[src/rtl/writeback_cycle_if.sv]
// Writeback stage bus: retiring-instruction handshake, load return path and register-file write side.
interface writeback_cycle_if #(
  parameter int unsigned WIDTH = 16
);
  logic             in_valid;
  logic             in_ready;
  logic [3:0]       in_rd;
  logic             in_regwrite;
  logic [1:0]       in_wbsel;
  logic [WIDTH-1:0] in_aluout;
  logic [WIDTH-1:0] in_pc;
  logic [WIDTH-1:0] in_imm;
  logic             mem_rvalid;
  logic [WIDTH-1:0] mem_rdata;
  logic [WIDTH-1:0] writedata;
  logic [3:0]       writereg;
  logic             regwrite;
  logic             fwd_valid;
  logic             mem_err;
  logic [15:0]      retired_count;

  // Upstream/environment side: drives instructions and load data, observes the write port.
  modport master (
    output in_valid, in_rd, in_regwrite, in_wbsel, in_aluout, in_pc, in_imm,
    output mem_rvalid, mem_rdata,
    input  in_ready, writedata, writereg, regwrite, fwd_valid, mem_err, retired_count
  );

  // Writeback stage side.
  modport slave (
    input  in_valid, in_rd, in_regwrite, in_wbsel, in_aluout, in_pc, in_imm,
    input  mem_rvalid, mem_rdata,
    output in_ready, writedata, writereg, regwrite, fwd_valid, mem_err, retired_count
  );
endinterface

[src/rtl/writeback_cycle.sv]
// Final pipeline stage: picks the result source, waits for load data, writes the register file.
module writeback_cycle #(
  parameter int unsigned WIDTH       = 16,
  parameter int unsigned MEM_TIMEOUT = 15
) (
  input logic               clk,
  input logic               rst,
  writeback_cycle_if.slave  bus
);

  localparam int unsigned CW = $clog2(MEM_TIMEOUT + 1);

  localparam logic [1:0] WB_ALU = 2'b00;
  localparam logic [1:0] WB_MEM = 2'b01;
  localparam logic [1:0] WB_PC2 = 2'b10;

  typedef enum logic [1:0] {IDLE, WAIT_MEM, WRITE} state_t;

  state_t           state;
  logic [CW-1:0]    tcnt;
  logic [3:0]       pend_rd;
  logic             pend_we;
  logic             in_ready;
  logic [WIDTH-1:0] writedata;
  logic [3:0]       writereg;
  logic             regwrite;
  logic             fwd_valid;
  logic             mem_err;
  logic [15:0]      retired_count;
  logic [WIDTH-1:0] nonload_data_c;
  logic             we_c;

  // Result mux for non-load instructions and effective write enable (r0 never written).
  always_comb begin
    nonload_data_c = bus.in_imm;
    if (bus.in_wbsel == WB_ALU)      nonload_data_c = bus.in_aluout;
    else if (bus.in_wbsel == WB_PC2) nonload_data_c = bus.in_pc + WIDTH'(2);
    we_c = bus.in_regwrite && (bus.in_rd != 4'd0);
  end

  // Stage FSM with registered register-file and status outputs.
  always_ff @(posedge clk) begin
    if (rst) begin
      state         <= IDLE;
      tcnt          <= '0;
      pend_rd       <= 4'd0;
      pend_we       <= 1'b0;
      in_ready      <= 1'b1;
      writedata     <= '0;
      writereg      <= 4'd0;
      regwrite      <= 1'b0;
      fwd_valid     <= 1'b0;
      mem_err       <= 1'b0;
      retired_count <= 16'd0;
    end else begin
      regwrite  <= 1'b0;
      fwd_valid <= 1'b0;
      mem_err   <= 1'b0;
      case (state)
        IDLE, WRITE: begin
          if (state == WRITE) retired_count <= retired_count + 16'd1;
          // in_ready is high in both states, so in_valid alone means accept.
          if (bus.in_valid) begin
            if (bus.in_wbsel == WB_MEM) begin
              state    <= WAIT_MEM;
              in_ready <= 1'b0;
              tcnt     <= '0;
              pend_rd  <= bus.in_rd;
              pend_we  <= we_c;
            end else begin
              state    <= WRITE;
              in_ready <= 1'b1;
              if (we_c) begin
                writedata <= nonload_data_c;
                writereg  <= bus.in_rd;
                regwrite  <= 1'b1;
                fwd_valid <= 1'b1;
              end
            end
          end else begin
            state    <= IDLE;
            in_ready <= 1'b1;
          end
        end
        WAIT_MEM: begin
          if (bus.mem_rvalid) begin
            state    <= WRITE;
            in_ready <= 1'b1;
            if (pend_we) begin
              writedata <= bus.mem_rdata;
              writereg  <= pend_rd;
              regwrite  <= 1'b1;
              fwd_valid <= 1'b1;
            end
          end else if (tcnt == CW'(MEM_TIMEOUT - 1)) begin
            // Load abandoned: flag it, nothing written, nothing retired.
            state    <= IDLE;
            in_ready <= 1'b1;
            mem_err  <= 1'b1;
          end else begin
            tcnt <= tcnt + CW'(1);
          end
        end
        default: begin
          state    <= IDLE;
          in_ready <= 1'b1;
        end
      endcase
    end
  end

  assign bus.in_ready      = in_ready;
  assign bus.writedata     = writedata;
  assign bus.writereg      = writereg;
  assign bus.regwrite      = regwrite;
  assign bus.fwd_valid     = fwd_valid;
  assign bus.mem_err       = mem_err;
  assign bus.retired_count = retired_count;

endmodule

[src/flat_wrapper.sv]
// flat-port wrapper written by rule: the top's interface ports become plain ports
module writeback_cycle_flat 
#(
  parameter int unsigned WIDTH       = 16,
  parameter int unsigned MEM_TIMEOUT = 15
)
  (clk, rst, bus_in_valid, bus_in_rd, bus_in_regwrite, bus_in_wbsel, bus_in_aluout, bus_in_pc, bus_in_imm, bus_mem_rvalid, bus_mem_rdata, bus_in_ready, bus_writedata, bus_writereg, bus_regwrite, bus_fwd_valid, bus_mem_err, bus_retired_count);
  writeback_cycle_if #(.WIDTH(WIDTH)) bus_i ();
  input logic clk;
  input logic rst;
  input wire logic [$bits(bus_i.in_valid)-1:0] bus_in_valid;
  input wire logic [$bits(bus_i.in_rd)-1:0] bus_in_rd;
  input wire logic [$bits(bus_i.in_regwrite)-1:0] bus_in_regwrite;
  input wire logic [$bits(bus_i.in_wbsel)-1:0] bus_in_wbsel;
  input wire logic [$bits(bus_i.in_aluout)-1:0] bus_in_aluout;
  input wire logic [$bits(bus_i.in_pc)-1:0] bus_in_pc;
  input wire logic [$bits(bus_i.in_imm)-1:0] bus_in_imm;
  input wire logic [$bits(bus_i.mem_rvalid)-1:0] bus_mem_rvalid;
  input wire logic [$bits(bus_i.mem_rdata)-1:0] bus_mem_rdata;
  output wire logic [$bits(bus_i.in_ready)-1:0] bus_in_ready;
  output wire logic [$bits(bus_i.writedata)-1:0] bus_writedata;
  output wire logic [$bits(bus_i.writereg)-1:0] bus_writereg;
  output wire logic [$bits(bus_i.regwrite)-1:0] bus_regwrite;
  output wire logic [$bits(bus_i.fwd_valid)-1:0] bus_fwd_valid;
  output wire logic [$bits(bus_i.mem_err)-1:0] bus_mem_err;
  output wire logic [$bits(bus_i.retired_count)-1:0] bus_retired_count;
  assign bus_i.in_valid = bus_in_valid;
  assign bus_i.in_rd = bus_in_rd;
  assign bus_i.in_regwrite = bus_in_regwrite;
  assign bus_i.in_wbsel = bus_in_wbsel;
  assign bus_i.in_aluout = bus_in_aluout;
  assign bus_i.in_pc = bus_in_pc;
  assign bus_i.in_imm = bus_in_imm;
  assign bus_i.mem_rvalid = bus_mem_rvalid;
  assign bus_i.mem_rdata = bus_mem_rdata;
  assign bus_in_ready = bus_i.in_ready;
  assign bus_writedata = bus_i.writedata;
  assign bus_writereg = bus_i.writereg;
  assign bus_regwrite = bus_i.regwrite;
  assign bus_fwd_valid = bus_i.fwd_valid;
  assign bus_mem_err = bus_i.mem_err;
  assign bus_retired_count = bus_i.retired_count;
  writeback_cycle #(.WIDTH(WIDTH), .MEM_TIMEOUT(MEM_TIMEOUT)) u_core (.clk(clk), .rst(rst), .bus(bus_i));
endmodule
[config.mk]
export PLATFORM = sky130hd
export DESIGN_NAME = writeback_cycle_flat
export DESIGN_NICKNAME = d
export VERILOG_FILES = /design/src/rtl/writeback_cycle_if.sv /design/src/rtl/writeback_cycle.sv /design/src/flat_wrapper.sv
export SDC_FILE = /design/constraint.sdc
export NUM_CORES = 1
export LEC_CHECK = 0
export ABC_AREA = 0
export CAP_MARGIN = 20
export CELL_PAD_IN_SITES_DETAIL_PLACEMENT = 0
export CELL_PAD_IN_SITES_GLOBAL_PLACEMENT = 2
export CORE_AREA = 2 2 111 113
export DETAILED_ROUTE_END_ITERATION = 10
export DIE_AREA = 0 0 113 115
export HOLD_SLACK_MARGIN = 0.08
export PLACE_DENSITY = 0.86
export SLEW_MARGIN = 20
export SYNTH_ARGS = -nofsm -noshare
export SYNTH_HDL_FRONTEND = slang
export SYNTH_SLANG_ARGS = --single-unit
export TNS_END_PERCENT = 5
[constraint.sdc]
create_clock -name clk -period 2.19 [get_ports clk]
set_input_delay 0.3285 -clock clk [delete_from_list [all_inputs] [get_ports clk]]
set_output_delay 0.3285 -clock clk [all_outputs]
set_load 0.005 [all_outputs]
After elaboration in Yosys (flattened, before gate mapping)
Cells that the tools add are included.
{"block": "classes", "addsub": 3, "eq_ne": 14, "muxes": 36, "bitwise_logic": 1, "reduce_logical": 11}
{"cell": "$mux W16", "count": 7}
{"cell": "$mux W4", "count": 9}
{"cell": "$pmux W16 S2", "count": 1}
{"cell": "$add A16 B1 Y16 const B", "count": 1}
{"cell": "$add A16 B2 Y16 const B", "count": 1}
{"cell": "$pmux W4 S2", "count": 2}
{"cell": "$mux W1", "count": 10}
{"cell": "$ne A2 B2 Y1 const B", "count": 5}
{"cell": "$mux W2", "count": 4}
{"cell": "$ne A2 B1 Y1 const B", "count": 3}
{"cell": "$reduce_and A6 Y1", "count": 1}
{"cell": "$reduce_and A5 Y1", "count": 1}
{"cell": "$add A4 B1 Y4 const B", "count": 1}
{"cell": "$eq A2 B1 Y1 const B", "count": 2}
{"cell": "$eq A2 B2 Y1 const B", "count": 2}
{"cell": "$eq A4 B4 Y1 const B", "count": 1}
{"cell": "$logic_not A2 Y1", "count": 2}
{"cell": "$pmux W1 S2", "count": 2}
{"cell": "$pmux W2 S2", "count": 1}
{"cell": "$reduce_bool A4 Y1", "count": 1}
{"cell": "$ne A3 B2 Y1 const B", "count": 1}
{"cell": "$reduce_and A3 Y1", "count": 1}
{"cell": "$reduce_or A3 Y1", "count": 1}
{"cell": "$reduce_and A2 Y1", "count": 1}
{"cell": "4 further kinds", "count": 4}
{"block": "word_totals", "regBits": 50, "output_inout_bits": 40, "wordCells": 75}

Longest topological paths before layout
Gate-level depths: netlist of run 1.
{"block": "logic_depth", "ltp_word": 7, "ltp_mapped": 7, "depth_no_buf": 7}

Worst setup path before layout of run 1
No wires, ideal clock.
{"block": "synth_timing", "path_type": "input-to-reg", "start": "input port bus_in_wbsel[0]", "end": "register u_core.writedata[14] (netlist: u_core.bus.writedata[14])", "setup_time_ps": 128, "t_arrival_ps": 1475, "required_ps": 2062, "setup_slack_ps": 587, "path_stages": 6, "path_cell_list": "buf_2 > nor2b_1 > o32ai_2 > o21ai_0 > o32ai_1 > nor2_1"}
{"block": "synth_between", "elab_chain_len": 7}
{"item": "start, declared", "line_no": "flat_wrapper.sv:14", "text": "input wire logic [$bits(bus_i.in_wbsel)-1:0] bus_in_wbsel;"}
{"item": "$eq A2 B2 Y1", "line_no": "writeback_cycle.sv:37", "text": "else if (bus.in_wbsel == WB_PC2) nonload_data_c = bus.in_pc + WIDTH'(2);"}
{"item": "$mux W16", "line_no": "writeback_cycle.sv:37"}
{"item": "$mux W16", "line_no": "writeback_cycle.sv:36", "text": "if (bus.in_wbsel == WB_ALU) nonload_data_c = bus.in_aluout;"}
{"item": "$mux W16", "line_no": "writeback_cycle.sv:73", "text": "if (we_c) begin"}
{"item": "$mux W16", "line_no": "writeback_cycle.sv:64", "text": "if (bus.in_wbsel == WB_MEM) begin"}
{"item": "$mux W16", "line_no": "writeback_cycle.sv:63", "text": "if (bus.in_valid) begin"}
{"item": "$pmux W16 S2", "line_no": "writeback_cycle.sv:59", "text": "case (state)"}
{"item": "end signal, assigned", "line_no": "writeback_cycle.sv:74", "text": "writedata <= nonload_data_c;"}
{"item": "end signal, assigned", "line_no": "writeback_cycle.sv:90", "text": "writedata <= bus.mem_rdata;"}
{"item": "end, declared", "line_no": "writeback_cycle.sv:24", "text": "logic [WIDTH-1:0] writedata;"}
Several ways; a longest one is shown, not always the timed one. The select of a mux whose other input is x is not followed.
A chain may end at the register's enable or synchronous reset.

Worst setup path in the final report of run 1
{"block": "layout_timing", "start": "input port bus_in_rd[0]", "end": "register u_core.writedata[13] (netlist: u_core.bus.writedata[13])"}
{"block": "layout_between", "elab_chain_len": 4}
{"item": "start, declared", "line_no": "flat_wrapper.sv:12", "text": "input wire logic [$bits(bus_i.in_rd)-1:0] bus_in_rd;"}
{"item": "$reduce_bool A4 Y1", "line_no": "writeback_cycle.sv:38", "text": "we_c = bus.in_regwrite && (bus.in_rd != 4'd0);"}
{"item": "$logic_and A1 B1 Y1", "line_no": "writeback_cycle.sv:38"}
{"item": "$ne A2 B1 Y1 (no source line)"}
{"item": "$reduce_and A6 Y1 (no source line)"}
No other way between the ends.

==> key figures, run 1 <==
Layout
  • Antenna cells: 0
  • Commonest non-fill, non-tap cell in the layout: clkdlybuf4s50_1
  • Nets: about 530
  • Commonest non-fill, non-tap cells in the layout: clkdlybuf4s50_1, nor2_1, dfxtp_1
  • Layout cell share with drive strength beyond 1: around 8.6%
  • Area Growth Syn to Fin: 56.1%
  • Final instance area: between 0.004 and 0.005 mm²

Placed design
  • Global placement routability congestion: approximately 0.9
  • DP HPWL: 6.98 mm
  • Dpl ws: -16.5 ps
  • Port-buffer cells: between 100 and 150
  • Placed inst area: between 0.004 and 0.005 mm²

Pwr
  • Clock group share of total power: between 40% and 50%
  • Design Power: 0.00241 W
  • Switching Share: between 20% and 30%
  • Pwr dens: 555 mW/mm²
  • Part of the power in registers: between 30% and 40%
  • Internal power: approximately 0.0019 W
  • Logic pwr share: 18.2%
  • Worst-case vdd ir drop: just under 0.4 mV
  • Leak: between 1.5 and 2 nW
  • Sw Pwr: about 0.00055 W

Clocking
  • # H-tree levels: 2
  • Post-CTS setup buffer count: 0
  • Clock Latency Late Sink: 290 ps
  • Clock Path Buffers: 2
  • Number of buffers created by CTS: 5
  • CTS tree: built
  • Root buffer cell: clkbuf_16
  • Cts hold-fix bufs: 0
  • Sink Count: 50
  • Register clock-pin slew on the reported worst setup and hold paths: approximately 70 ps
  • Post_cts resized: 0

STA
  • Final number of max-transition violations: 0
  • Final Hold Fails: 0
  • Worst rel slew slack: about 46%
  • Clock skew: roughly 8.9 ps
  • Fin Hold WS: 468 ps
  • Fin crit share: 85.9%
  • Setup ws final: around 310 ps
  • Final number of setup-violating endpoints: 0
  • Slew @ Worst Pin: between 800 and 900 ps
  • Unrepaired setup endpoints after global routing: no
  • Highest Clock Rate: approximately 0.53 GHz
  • Crit path time final: approximately 1900 ps

Synthesis
  • Post-Syn Area per Cell: between 8 and 9 µm²
  • Dominant synthesized flop cell: dfxtp_1
  • Fraction of registers with async set/reset: 0%
  • Synth warn: 0
  • Syn nets: between 400 and 500
  • EDFF count, synth: 0
  • Post-synth top area cell: dfxtp_1
  • Seq/Total Area, Yosys: between 30 and 40%
  • Top-area cell type share of the netlist area: roughly 36%
  • #FFs+latches synth: 50
  • Synth Cell Area: between 0.002 and 0.003 mm²
  • Cells after Synth: roughly 340
  • Synth unique cells: between 50 and 60
  • Synth area leaders: dfxtp_1, nor2_1, xnor2_1

Detailed routing
  • DR vias/cell: roughly 4.8
  • Vias: between 2000 and 3000
  • DRC: 3
  • Routed wire length: 8.98 mm
  • DR pass1 iterations: 8
  • Initial drt markers: between 150 and 200
  • DR WL/cell: between 10 and 15 µm
  • ANT nets after route: 0

Global route
  • Vias in the first global route: 2929
  • Total GRT Usage: a little over an eighth
  • Initial antenna violation count: 0
  • First-pass GRT wire length: approximately 14 mm
  • Largest net degree at the start of global routing: 47
  • Congestion Overflow GR: 0

Hold path
  • Hold path start: u_core.bus.writedata[3]
  • Hold Crit Class: reg2reg

Run status
  • Failing checks: DRC
  • Outcome: complete, but fails checks

Floorplan
  • DIE WIDTH: approximately 110 µm
  • Core footprint: between 0.01 and 0.015 mm²
  • Die H: 115 µm
  • Die area: ~0.013 mm²
  • Starting Density: 23.5%
  • Site Rows: 40
  • Ports: 115

Setup path
  • Worst setup SP type: input pin
  • Critical path arrival: between 2000 and 2500 ps
  • CP endpoint kind: flop
  • Crit Path Max Fanout: 20
  • Worst EP required: 2370 ps
  • Reg-to-Reg Start: u_core.tcnt[0]
  • Crit Path Category: in2reg
  • Crit path from: bus_in_rd[0]

Run
  • Max-cap violations: 0
==> cells by family (layout without fill, tap and decap cells) <==
| logic type | Yosys count | count (layout) | synth area share [%] |
|---|---|---|---|
| flip-flops | 50 | 50 | 36.0 |
| buffers and inverters | 29 | 148 | 5.45 |
| XOR/XNOR | 24 | 24 | 7.57 |
| multiplexers | 8 | 8 | 2.88 |
| AND/OR/NAND/NOR | 150 | 150 | 27.4 |
| adder cells (fa/ha/maj) | 4 | 4 | 1.80 |
| AO/OA/AOI/OAI | 71 | 71 | 18.9 |
==> through the flow <==
step	utilization, %	TNS [ps]	cells
6_report	36.7	0	602
5_1_grt	36.7	0	602
4_1_cts	36.7	0	602
3_5_place_dp	35.1	-16.5	594
3_3_place_gp	35.1	0	594
2_1_floorplan	-	0	336
==> layout make-up <==
cell class	instances	area (µm²)
Tap cell	147	184
Clock inverter	3	68.8
Sequential cell	50	1000
Fill cell	1238	7480
Inverter	4	15.0
Multi-Input combinational cell	257	1630
Timing Repair Buffer	136	1310
Clock buffer	5	125
==> flip-flops by register name (all words and copies together), names as in the netlist <==
register and cells:
u_core.tcnt 4, u_core.bus.in_ready 1, u_core.bus.regwrite 1, u_core.bus.mem_err 1, u_core.pend_rd 4, u_core.pend_we 1
u_core.state 2, u_core.bus.retired_count 16, u_core.bus.writereg 4, u_core.bus.writedata 16
==> cell usage after synthesis, drive strengths merged, types with 6 or more instances <==
cell type	n
nand3b	10
nand2b	6
nand2	30
o41ai	10
xnor2	16
a221o	6
o21ai	11
a21oi	17
nand4	7
a211oi	8
nor3	6
nor2	52
clkbuf	7
xor2	8
mux2i	8
nand3	11
dfxtp	50
buf	18
==> critical path, cell delays in order <==
cell	delay, ps
clkdlybuf4s50_1	460
o41ai_2	560
o32a_1	270
buf_4	250
nand3b_1	110
o41ai_1	80
==> power groups by stage <==
stage,Clock (W),Combinational (W),Sequential (W)
2_1_floorplan,0,0.000173,0.000978
4_1_cts,0.00104,0.000443,0.000959
3_5_place_dp,0,0.000440,0.000980
6_report,0.00101,0.000437,0.000959
5_1_grt,0.00108,0.000477,0.000963
3_3_place_gp,0,0.000437,0.000980
==> layer usage <==
metal,global-route usage (%),share of wire (%),wire [µm],up-vias
met4,5.20,2.7,247,0
li1,-,-,-,1453
met2,23.5,48,4320,88
met3,2.48,5.6,500,18
met5,0,0,0,-
met1,16.5,44,3910,1358
==> final timing paths <==
kind | cells after the start | slack, ps | to
setup / recovery | 6 | 310 | u_core.bus.writedata[13]
hold / removal | 2 | 470 | u_core.bus.writedata[3]
setup reg to reg | 7 | 460 | u_core.tcnt[1]
hold reg to reg | 2 | 470 | u_core.bus.writedata[3]
No activity file was read; power rests on OpenSTA's default activity.
==> run 2: changes to the inputs <==
- CORE_AREA: 2 2 111 113 -> 2 2 124 102
- DIE_AREA: 0 0 113 115 -> 0 0 126 104
==> run 2 against run 1 <==
  * Via count increased by 0.14%
  * Fmax decreased by 3.2%
  * Worst hold slack got worse by 9.7 ps
  * The flow now finishes without violations
==> key figures, run 2 (synthesized netlist as in run 1, its figures left out) <==
Clocking
  • Post-CTS setup buffer count: 0 (unchanged)
  • Cts hold-fix bufs: 0 (unchanged)
  • Clock Path Buffers: 2 (unchanged)
  • Register clock-pin slew on the reported worst setup and hold paths: 70 ps (about the same)
  • Sink Count: 50 (unchanged)
  • # H-tree levels: 2 (unchanged)
  • Number of buffers created by CTS: 5 (unchanged)
  • Clock Latency Late Sink: 280 ps (about the same)
  • CTS tree: built
  • Root buffer cell: clkbuf_16
  • Post_cts resized: 0 (unchanged)

Global route
  • First-pass GRT wire length: 14.0 mm (-1.0%)
  • Congestion Overflow GR: 0 (unchanged)
  • Vias in the first global route: 2697 (-7.9%)
  • Initial antenna violation count: 0 (unchanged)
  • Largest net degree at the start of global routing: 35 (-26%)
  • Met2 usage: 19.7% (-3.8 points)
  • Top Usage Layer GRT: met2
  • Grt met3 use: 3.03% (+0.56 points)
  • GRT met1 Usage: 19.1% (+2.7 points)
  • Total GRT Usage: 13.1% (-0.38 points)

Pwr
  • Leak: 1.54 nW (+0.90%)
  • Worst-case vdd ir drop: 0.407 mV (+5.6%)
  • Pwr dens: 521 mW/mm² (-6.1%)
  • Design Power: 0.00227 W (-5.8%)

Floorplan
  • Ports: 115 (unchanged)
  • DIE WIDTH: 126 µm (+12%)
  • Die H: 104 µm (-9.6%)
  • Starting Density: 23.4% (-0.16 points)
  • Die area: 0.0131 mm² (+0.84%)
  • Site Rows: 36 (-10%)
  • Core footprint: 0.0119 mm² (+0.68%)

Layout
  • Area Growth Syn to Fin: 56.6%
  • Fill count: 1249 (+0.89%)
  • Final Core Density: 36.6% (-0.12 points)
  • Nets: 540 (+1.3%)
  • Final non-filler cell total: 614 (+2.0%)
  • Largest regs: u_core.bus.retired_count (16), u_core.bus.writedata (16)
  • Layout cell share with drive strength beyond 1: 9.52% (+0.95 points)
  • Commonest non-fill, non-tap cells in the layout: clkdlybuf4s50_1, nor2_1, dfxtp_1
  • Register area: 0.00100 mm² (unchanged)
  • Antenna cells: 0 (unchanged)
  • Area of the multi-input gates: 0.00163 mm² (unchanged)
  • Commonest non-fill, non-tap cell in the layout: clkdlybuf4s50_1

STA
  • Final Hold Fails: 0 (unchanged)
  • Crit path time final: 1940 ps (+61.7 ps)
  • Worst rel slew slack: 55.9% (+9.5 points)
  • Fin crit share: 88.7% (+2.8 points)
  • Slew @ Worst Pin: 659 ps (-144 ps)
  • Clock skew: 6.34 ps (-2.53 ps)
  • Unrepaired setup endpoints after global routing: no
  • Highest Clock Rate: 0.515 GHz (-3.2%)
  • Setup ws final: 248 ps (-61.7 ps)
  • Final number of setup-violating endpoints: 0 (unchanged)
  • Final number of max-transition violations: 0 (unchanged)
  • Fin Hold WS: 458 ps (-9.74 ps)

Detailed routing
  • DR pass1 iterations: 4 (-4)
  • DR vias/cell: 4.76 (-1.8%)
  • DRC: 0 (-3)
  • ANT nets after route: 0 (unchanged)
  • Routed wire length: 8.88 mm (-1.1%)
  • Initial drt markers: 171 (+3.6%)
  • DR WL/cell: 14.5 µm (-3.0%)
  • Vias: 2921 (+0.14%)

Run status
  • Outcome: finished clean

Hold path
  • Hold Crit Class: reg2reg

Setup path
  • Crit Path Max Fanout: 4 (-80%)
  • CP endpoint kind: flop
  • Critical path arrival: 2110 ps (+50 ps)
  • Crit Path Category: in2reg
  • Worst setup SP type: input pin
  • Worst EP required: 2360 ps (about the same)

Run
  • Max-cap violations: 0 (unchanged)

Placed design
  • Port-buffer cells: 114 (unchanged)
  • Global placement routability congestion: 0.784 (-13%)
  • DP Cell Count: 606 (+2.0%)
  • DP HPWL: 6.96 mm (-0.36%)
  • Dpl ws: -39.0 ps (-22.5 ps)
==> run 2: cell types whose count changed in the layout (fill, tap and decap cells not counted), sizes merged <==
cell,previous run,this run
bufinv,2,1
buf,23,30
clkbuf,5,7
clkinv,1,0
==> run 2: final cells by class <==
type / instances / area share [%]
multi-input cells: 257 / 37.4
inverters: 4 / 0.345
clock buffers: 7 / 3.05
well taps: 152 / 4.37
clock inverters: 1 / 0.690
flip-flops and latches: 50 / 23.0
repair buffers: 143 / 31.1
==> run 2: final timing paths <==
kind | from | end | slack (ps) | depth (start not counted)
worst max-delay path | bus_in_pc[2] | u_core.bus.writedata[13] | 250 | 8
worst min-delay path | u_core.bus.writedata[3] | u_core.bus.writedata[3] | 460 | 2
worst max register to register | u_core.bus.retired_count[3] | u_core.bus.retired_count[15] | 460 | 5
worst min register to register | u_core.bus.writedata[3] | u_core.bus.writedata[3] | 460 | 2
==> run 2: worst max-delay path, cell delays in order <==
cell and delay (ps):
clkdlybuf4s50_1 500, ha_1 290, buf_4 160, buf_4 110, nand4_1 90, xnor2_1 180, a21oi_1 90, o41ai_1 350
==> run 2: metal layers <==
layer / wire [µm] / part of all wire [%]
met1: 4230 / 48
met5: 0 / 0
met3: 731 / 8.2
met2: 3850 / 43
met4: 69 / 0.78
==> run 2: report_power, final <==
part           switching (W)  internal, W  total [W]
registers          0.0000198     0.000940   0.000960
logic               0.000178     0.000262   0.000441
clock network       0.000327     0.000541   0.000868
total               0.000525      0.00174    0.00227
==> run 2: stage by stage <==
step | instance area [µm²] | TNS, ps
2_1_floorplan | 2780 | 0
3_3_place_gp | 4190 | -3.17
3_5_place_dp | 4190 | -40.5
4_1_cts | 4350 | 0
5_1_grt | 4350 | 0
6_report | 4350 | 0
